**src/rtl/control_sequencer.sv**
```systemverilog
// Registered opcode decoder/sequencer: drives the ID/EX control register one cycle after
// accept and expands CALL/RET/INT/RTI into stack push/pop micro-op sequences.
module control_sequencer #(
  parameter int OPCODE_W   = 5,
  parameter int ALU_SEL_W  = 4,
  parameter int SAVE_FLAGS = 1
) (
  input  logic                 clk,
  input  logic                 rst_n,
  input  logic                 in_valid,
  output logic                 in_ready,
  input  logic [OPCODE_W-1:0]  opcode,
  input  logic                 stall,
  input  logic                 flush,
  output logic                 out_valid,
  output logic [9:0]           ctrl,
  output logic [ALU_SEL_W-1:0] aluSignals,
  output logic [1:0]           sp_op,
  output logic [1:0]           mem_src,
  output logic [1:0]           pc_sel,
  output logic                 flags_load,
  output logic                 illegal,
  output logic                 busy
);

  localparam logic [OPCODE_W-1:0] OP_NOP  = 'd0,  OP_ADD  = 'd1,  OP_SUB  = 'd2,  OP_AND = 'd3,
                                  OP_OR   = 'd4,  OP_NOT  = 'd5,  OP_INC  = 'd6,  OP_DEC = 'd7,
                                  OP_MOV  = 'd8,  OP_PUSH = 'd9,  OP_POP  = 'd10, OP_LDM = 'd11,
                                  OP_JZ   = 'd12, OP_JN   = 'd13, OP_JC   = 'd14, OP_JMP = 'd15,
                                  OP_SETC = 'd16, OP_CLRC = 'd17, OP_IN   = 'd18, OP_OUT = 'd19,
                                  OP_CALL = 'd20, OP_RET  = 'd21, OP_INT  = 'd22, OP_RTI = 'd23;

  localparam logic [ALU_SEL_W-1:0] ALU_NOP = 'd0, ALU_ADD = 'd1, ALU_SUB = 'd2, ALU_AND = 'd3,
                                   ALU_OR  = 'd4, ALU_NOT = 'd5, ALU_INC = 'd6, ALU_DEC = 'd7,
                                   ALU_MOV = 'd8;

  // ctrl = {IR,IW,MR,MW,MTR,ALU_src,RW,Branch,SetC,CLRC}
  localparam logic [9:0] C_NONE = 10'h000, C_IR  = 10'h200, C_IW  = 10'h100, C_MR   = 10'h080,
                         C_MW   = 10'h040, C_MTR = 10'h020, C_SRC = 10'h010, C_RW   = 10'h008,
                         C_BR   = 10'h004, C_SETC = 10'h002, C_CLRC = 10'h001;

  localparam logic [1:0] SP_NONE = 2'b00, SP_POP = 2'b01, SP_PUSH = 2'b10;
  localparam logic [1:0] MS_RSRC = 2'b00, MS_PC  = 2'b01, MS_FLAGS = 2'b10;
  localparam logic [1:0] PC_INC  = 2'b00, PC_REG = 2'b01, PC_MEM = 2'b10, PC_VEC = 2'b11;

  localparam logic [1:0] IDLE = 2'd0, S1 = 2'd1, S2 = 2'd2;
  localparam logic [1:0] K_CALL = 2'd0, K_RET = 2'd1, K_INT = 2'd2, K_RTI = 2'd3;

  localparam logic SF = (SAVE_FLAGS != 0);

  typedef struct packed {
    logic                 vld;
    logic [9:0]           ctrl;
    logic [ALU_SEL_W-1:0] alu;
    logic [1:0]           sp_op;
    logic [1:0]           mem_src;
    logic [1:0]           pc_sel;
    logic                 flags_load;
  } uop_t;

  function automatic uop_t nop_uop();
    uop_t u;
    u     = '0;
    u.alu = ALU_NOP;
    return u;
  endfunction

  function automatic uop_t mk(logic [9:0] c, logic [ALU_SEL_W-1:0] a, logic [1:0] sp,
                              logic [1:0] ms, logic [1:0] pc, logic fl);
    uop_t u;
    u.vld        = 1'b1;
    u.ctrl       = c;
    u.alu        = a;
    u.sp_op      = sp;
    u.mem_src    = ms;
    u.pc_sel     = pc;
    u.flags_load = fl;
    return u;
  endfunction

  function automatic logic [ALU_SEL_W-1:0] alu_of(logic [OPCODE_W-1:0] op);
    case (op)
      OP_ADD:  return ALU_ADD;
      OP_SUB:  return ALU_SUB;
      OP_AND:  return ALU_AND;
      OP_OR:   return ALU_OR;
      OP_NOT:  return ALU_NOT;
      OP_INC:  return ALU_INC;
      OP_DEC:  return ALU_DEC;
      default: return ALU_MOV;
    endcase
  endfunction

  logic [1:0] state_q, state_d, kind_q, kind_d;
  uop_t       uop_q, uop_d;
  logic       ill_q, ill_d;

  always_comb begin
    state_d = state_q;
    kind_d  = kind_q;
    uop_d   = uop_q;
    ill_d   = ill_q;
    if (flush) begin
      state_d = IDLE;
      uop_d   = nop_uop();
      ill_d   = 1'b0;
    end else if (!stall) begin
      uop_d = nop_uop();
      ill_d = 1'b0;
      case (state_q)
        IDLE: if (in_valid) begin
          case (opcode)
            OP_NOP:  uop_d = mk(C_NONE, ALU_NOP, SP_NONE, MS_RSRC, PC_INC, 1'b0);
            OP_ADD, OP_SUB, OP_AND, OP_OR, OP_NOT, OP_INC, OP_DEC, OP_MOV:
                     uop_d = mk(C_RW, alu_of(opcode), SP_NONE, MS_RSRC, PC_INC, 1'b0);
            OP_PUSH: uop_d = mk(C_MW, ALU_NOP, SP_PUSH, MS_RSRC, PC_INC, 1'b0);
            OP_POP:  uop_d = mk(C_MR | C_MTR | C_RW, ALU_NOP, SP_POP, MS_RSRC, PC_INC, 1'b0);
            OP_LDM:  uop_d = mk(C_SRC | C_RW, ALU_MOV, SP_NONE, MS_RSRC, PC_INC, 1'b0);
            OP_JZ, OP_JN, OP_JC, OP_JMP:
                     uop_d = mk(C_BR, ALU_NOP, SP_NONE, MS_RSRC, PC_REG, 1'b0);
            OP_SETC: uop_d = mk(C_SETC, ALU_NOP, SP_NONE, MS_RSRC, PC_INC, 1'b0);
            OP_CLRC: uop_d = mk(C_CLRC, ALU_NOP, SP_NONE, MS_RSRC, PC_INC, 1'b0);
            OP_IN:   uop_d = mk(C_IR | C_RW, ALU_NOP, SP_NONE, MS_RSRC, PC_INC, 1'b0);
            OP_OUT:  uop_d = mk(C_IW, ALU_NOP, SP_NONE, MS_RSRC, PC_INC, 1'b0);
            OP_CALL, OP_INT: begin
              uop_d   = mk(C_MW, ALU_NOP, SP_PUSH, MS_PC, PC_INC, 1'b0);
              state_d = S1;
              kind_d  = (opcode == OP_CALL) ? K_CALL : K_INT;
            end
            OP_RET, OP_RTI: begin
              // RTI pops flags first since INT pushed them last
              uop_d   = mk(C_MR, ALU_NOP, SP_POP, MS_RSRC, PC_INC, (opcode == OP_RTI) & SF);
              state_d = S1;
              kind_d  = (opcode == OP_RET) ? K_RET : K_RTI;
            end
            default: ill_d = 1'b1;
          endcase
        end
        S1: begin
          state_d = IDLE;
          case (kind_q)
            K_CALL: uop_d = mk(C_BR, ALU_NOP, SP_NONE, MS_RSRC, PC_REG, 1'b0);
            K_RET:  uop_d = mk(C_BR, ALU_NOP, SP_NONE, MS_RSRC, PC_MEM, 1'b0);
            K_INT: begin
              if (SF) begin
                uop_d   = mk(C_MW, ALU_NOP, SP_PUSH, MS_FLAGS, PC_INC, 1'b0);
                state_d = S2;
              end else
                uop_d = mk(C_BR, ALU_NOP, SP_NONE, MS_RSRC, PC_VEC, 1'b0);
            end
            default: begin
              if (SF) begin
                uop_d   = mk(C_MR, ALU_NOP, SP_POP, MS_RSRC, PC_INC, 1'b0);
                state_d = S2;
              end else
                uop_d = mk(C_BR, ALU_NOP, SP_NONE, MS_RSRC, PC_MEM, 1'b0);
            end
          endcase
        end
        S2: begin
          state_d = IDLE;
          uop_d   = mk(C_BR, ALU_NOP, SP_NONE, MS_RSRC, (kind_q == K_INT) ? PC_VEC : PC_MEM, 1'b0);
        end
        default: state_d = IDLE;
      endcase
    end
  end

  always_ff @(posedge clk or negedge rst_n) begin
    if (!rst_n) begin
      state_q <= IDLE;
      kind_q  <= K_CALL;
      uop_q   <= nop_uop();
      ill_q   <= 1'b0;
    end else begin
      state_q <= state_d;
      kind_q  <= kind_d;
      uop_q   <= uop_d;
      ill_q   <= ill_d;
    end
  end

  assign in_ready   = (state_q == IDLE) & ~stall & rst_n;
  assign busy       = (state_q != IDLE);
  assign out_valid  = uop_q.vld;
  assign ctrl       = uop_q.ctrl;
  assign aluSignals = uop_q.alu;
  assign sp_op      = uop_q.sp_op;
  assign mem_src    = uop_q.mem_src;
  assign pc_sel     = uop_q.pc_sel;
  assign flags_load = uop_q.flags_load;
  assign illegal    = ill_q;

endmodule
```
**config.mk**
```make
export PLATFORM = sky130hd
export DESIGN_NAME = control_sequencer
export DESIGN_NICKNAME = d
export VERILOG_FILES = /design/src/rtl/control_sequencer.sv
export SDC_FILE = /design/constraint.sdc
export NUM_CORES = 1
export LEC_CHECK = 0
export BUFFER_PORTS_ARGS = -buffer_cell sky130_fd_sc_hd__buf_2
export CAP_MARGIN = 20
export CORE_UTILIZATION = 51
export DETAILED_ROUTE_END_ITERATION = 7
export MAX_ROUTING_LAYER = met4
export PLACE_DENSITY_LB_ADDON = 0.2
export SKIP_LAST_GASP = 1
export SLEW_MARGIN = 30
export SYNTH_ARGS = -nofsm -noshare
export SYNTH_HDL_FRONTEND = slang
export SYNTH_SLANG_ARGS = --single-unit
export TNS_END_PERCENT = 30
```
**constraint.sdc**
```tcl
create_clock -name clk -period 1.8 [get_ports clk]
set_input_delay 0.09 -clock clk [delete_from_list [all_inputs] [get_ports clk]]
set_output_delay 0.09 -clock clk [all_outputs]
set_load 0.01 [all_outputs]
```
==> reports/metrics.yaml <==
run_status:
  status: "finished, final reports clean"
timing:
  whs_ns: 0.0538
  hold_viol: 0
  final.period_utilization: 0.934
  slew_viol_final: 0
  rsz0062_at_grt: "no"
  skew_ns: 0.00705
  relSlewSlack: 0.744
  finalSetupTns_ns: 0
  worst_pin_slew_ns: 0.384
  period_needed_ns: 1.68
  fmaxAchievable_ghz: 0.595
  setup_viol: 0
worst_setup_path:
  required_ns: 2.03
  timing.rr.end: "ctrl[8]"
  critPathMaxFanout: 6
  regToRegStartpoint: "state_q[1]"
  crit_path_start_kind: "register"
  path_class: "reg -> reg"
  worstSetupStartpoint: "state_q[1]"
  reg2regPathDepth: 6
  cp-end-kind: "register"
  r2r_slack_ns: 0.12
  critPathArrivalTime_ns: 1.91
synthesis:
  synthesis.area_um2: 1320
  yosysTopAreaCell: "dfrtp_1"
  synth_cell_types: 45
  async_flop_share: 1.00
  synth.avg_cell_area_um2: 10.6
  ys_ff_latch: 25
  syn-instance-count: 124
  synth_nets: 138
  synth_area_leaders: "dfrtp_1 48%, a32o_1 6.8%, ha_1 3.8%"
  synth_edf_count: 0
  synth_top_area_share: 0.475
  yosysWarnings: 0
  yosysMostFrequentCell: "dfrtp_1"
  synth_ff_type: "dfrtp_1"
  netlist_top_cells_count: "25 x dfrtp_1, 9 x a32o_1, 8 x nor2_1, 7 x nand2_1"
  ys_seq_area_frac: 0.475
cts:
  tritoncts: "yes"
  root_buffer: "clkbuf_4"
  path_clk_slew_ns: 0.13
  clk_path_buf_depth: 2
  htreeDepth: 1
  cts.sinks: 25
  cts_resized: 0
  cts_setup_buffers: 0
  hold_buffers: 1
  clk_latency_ns: 0.31
  numCtsBuffers: 3
min_path:
  holdPathEnd: "aluSignals[0]"
  min-delay-start: "flush"
  hold_path_depth: 2
  hp-class: "in -> reg"
final_layout:
  post-route-util: 0.615
  insertedDiodeCount: 0
  areaGrowthSynthToFinish_pct: 14.7
  fill_cells: 210
  layout-drive-gt1-share: 0.297
  seqCellArea_um2: 626
  fin_nets: 170
  multi_input_area_um2: 607
  final_cell_area_um2: 1510
power_and_ir_drop:
  worst_ir_drop_vdd_v: 0.000410
  power.density_nw_per_um2: 645
  leakagePower_uw: 0.000771
floorplanning:
  core_um2: 2450
  die_h_um: 52.8
  std_cell_rows: 18
  initial_core_util: 0.536
  fp.dieArea_um2: 2790
  die_w_um: 52.8
  ios: 35
detailed_routing:
  drt_iter0_drc: 18
  num_vias: 1093
  wl_mm: 2.83
  drcViolationCount: 0
  via_per_inst: 5.91
  met3_length_um: 116
  wl_met1_mm: 1.40
  first_pass_iters: 4
  wire_per_inst_um: 15.3
  routed.top_layer: "met4"
  drt.antenna.violating_nets: 0
  wl_met2_mm: 1.29
grt:
  grt_pass1_vias: 1025
  grt.overflow.total: 0
  gr-usage-all-layers: 0.240
  antenna_found_initial: 0
  grt_max_degree: 26
  grt_pass1_wl_mm: 4.73
placement:
  place_hpwl_mm: 2.13
  placed_cell_area_um2: 1470
  routabilityCongestion: 0.845
  port_buffers: 34
flow_run:
  max-cap-violations: 0
[where the power goes]
group / total (uW) / internal [uW] / switching, uW
logic: 134 / 49.3 / 84.9
clock network: 246 / 86.5 / 160
registers: 594 / 578 / 16.0
[cell usage in the layout (no fill, tap or decap), types with 2 or more instances in the layout]
cell,netlist,layout
buf_2,4,34
dfrtp_1,25,25
a32o_1,9,9
nor2_1,8,8
nand2_1,7,7
nor2b_1,6,6
a21oi_1,6,6
inv_1,4,4
o21ai_0,4,4
ha_1,4,4
nor3_1,3,3
a22o_1,3,3
clkbuf_4,0,3
nand2b_1,2,2
nor4_1,2,2
o21ai_1,2,2
a21o_1,2,2
nand3b_1,2,2
buf_4,4,2
[flip-flops by register name, summed over array words and instances, names as in the netlist]
name	flops
aluSignals	4
flags_load	1
pc_sel	2
mem_src	2
ctrl	10
out_valid	1
illegal	1
state_q	2
kind_q	2
[worst max-delay path, cell delays in order (launching register included)]
cell	delay [ns]
dfrtp_1	0.45
inv_1	0.12
ha_1	0.25
and4bb_4	0.30
and3b_4	0.24
nand2_2	0.08
o31ai_4	0.16
[worst max-delay path by stage]
stage	end	slack, ns
2_1_floorplan	ctrl[8]	0.32
3_3_place_gp	ctrl[8]	0.25
3_5_place_dp	ctrl[8]	0.17
4_1_cts	ctrl[8]	0.14
5_1_grt	ctrl[8]	0.03
6_report	ctrl[8]	0.12
[routing by layer]
layer	GRT usage	vias up
li1	-	523
met1	0.350	535
met2	0.329	31
met3	0.0290	4
met4	0.114	0
met5	-	-
[through the flow]
stage	std cells	total power (uW)	setup WS (ns)
detailed placement	180	736	0.170
global placement	180	733	0.248
finish	185	974	0.120
global route	185	1030	0.0258
CTS	185	981	0.137
floorplan	124	688	0.317
[cells by family after synthesis]
logic type	synth area share
and+or+nand+nor	0.179
AOI/OAI and AO/OA	0.222
DFF	0.475
buffers and inverters	0.0637
adders and majority gates	0.0380
muxes	0.0162
xor gates and xnor gates	0.00666
[layout make-up]
class / instances / area share
flip-flops and latches: 25 / 0.414
multi-input cells: 84 / 0.402
repair buffers: 37 / 0.129
well taps: 30 / 0.0249
clock buffers: 4 / 0.0174
inverters: 5 / 0.0124
No activity file was read; power rests on OpenSTA's default activity.
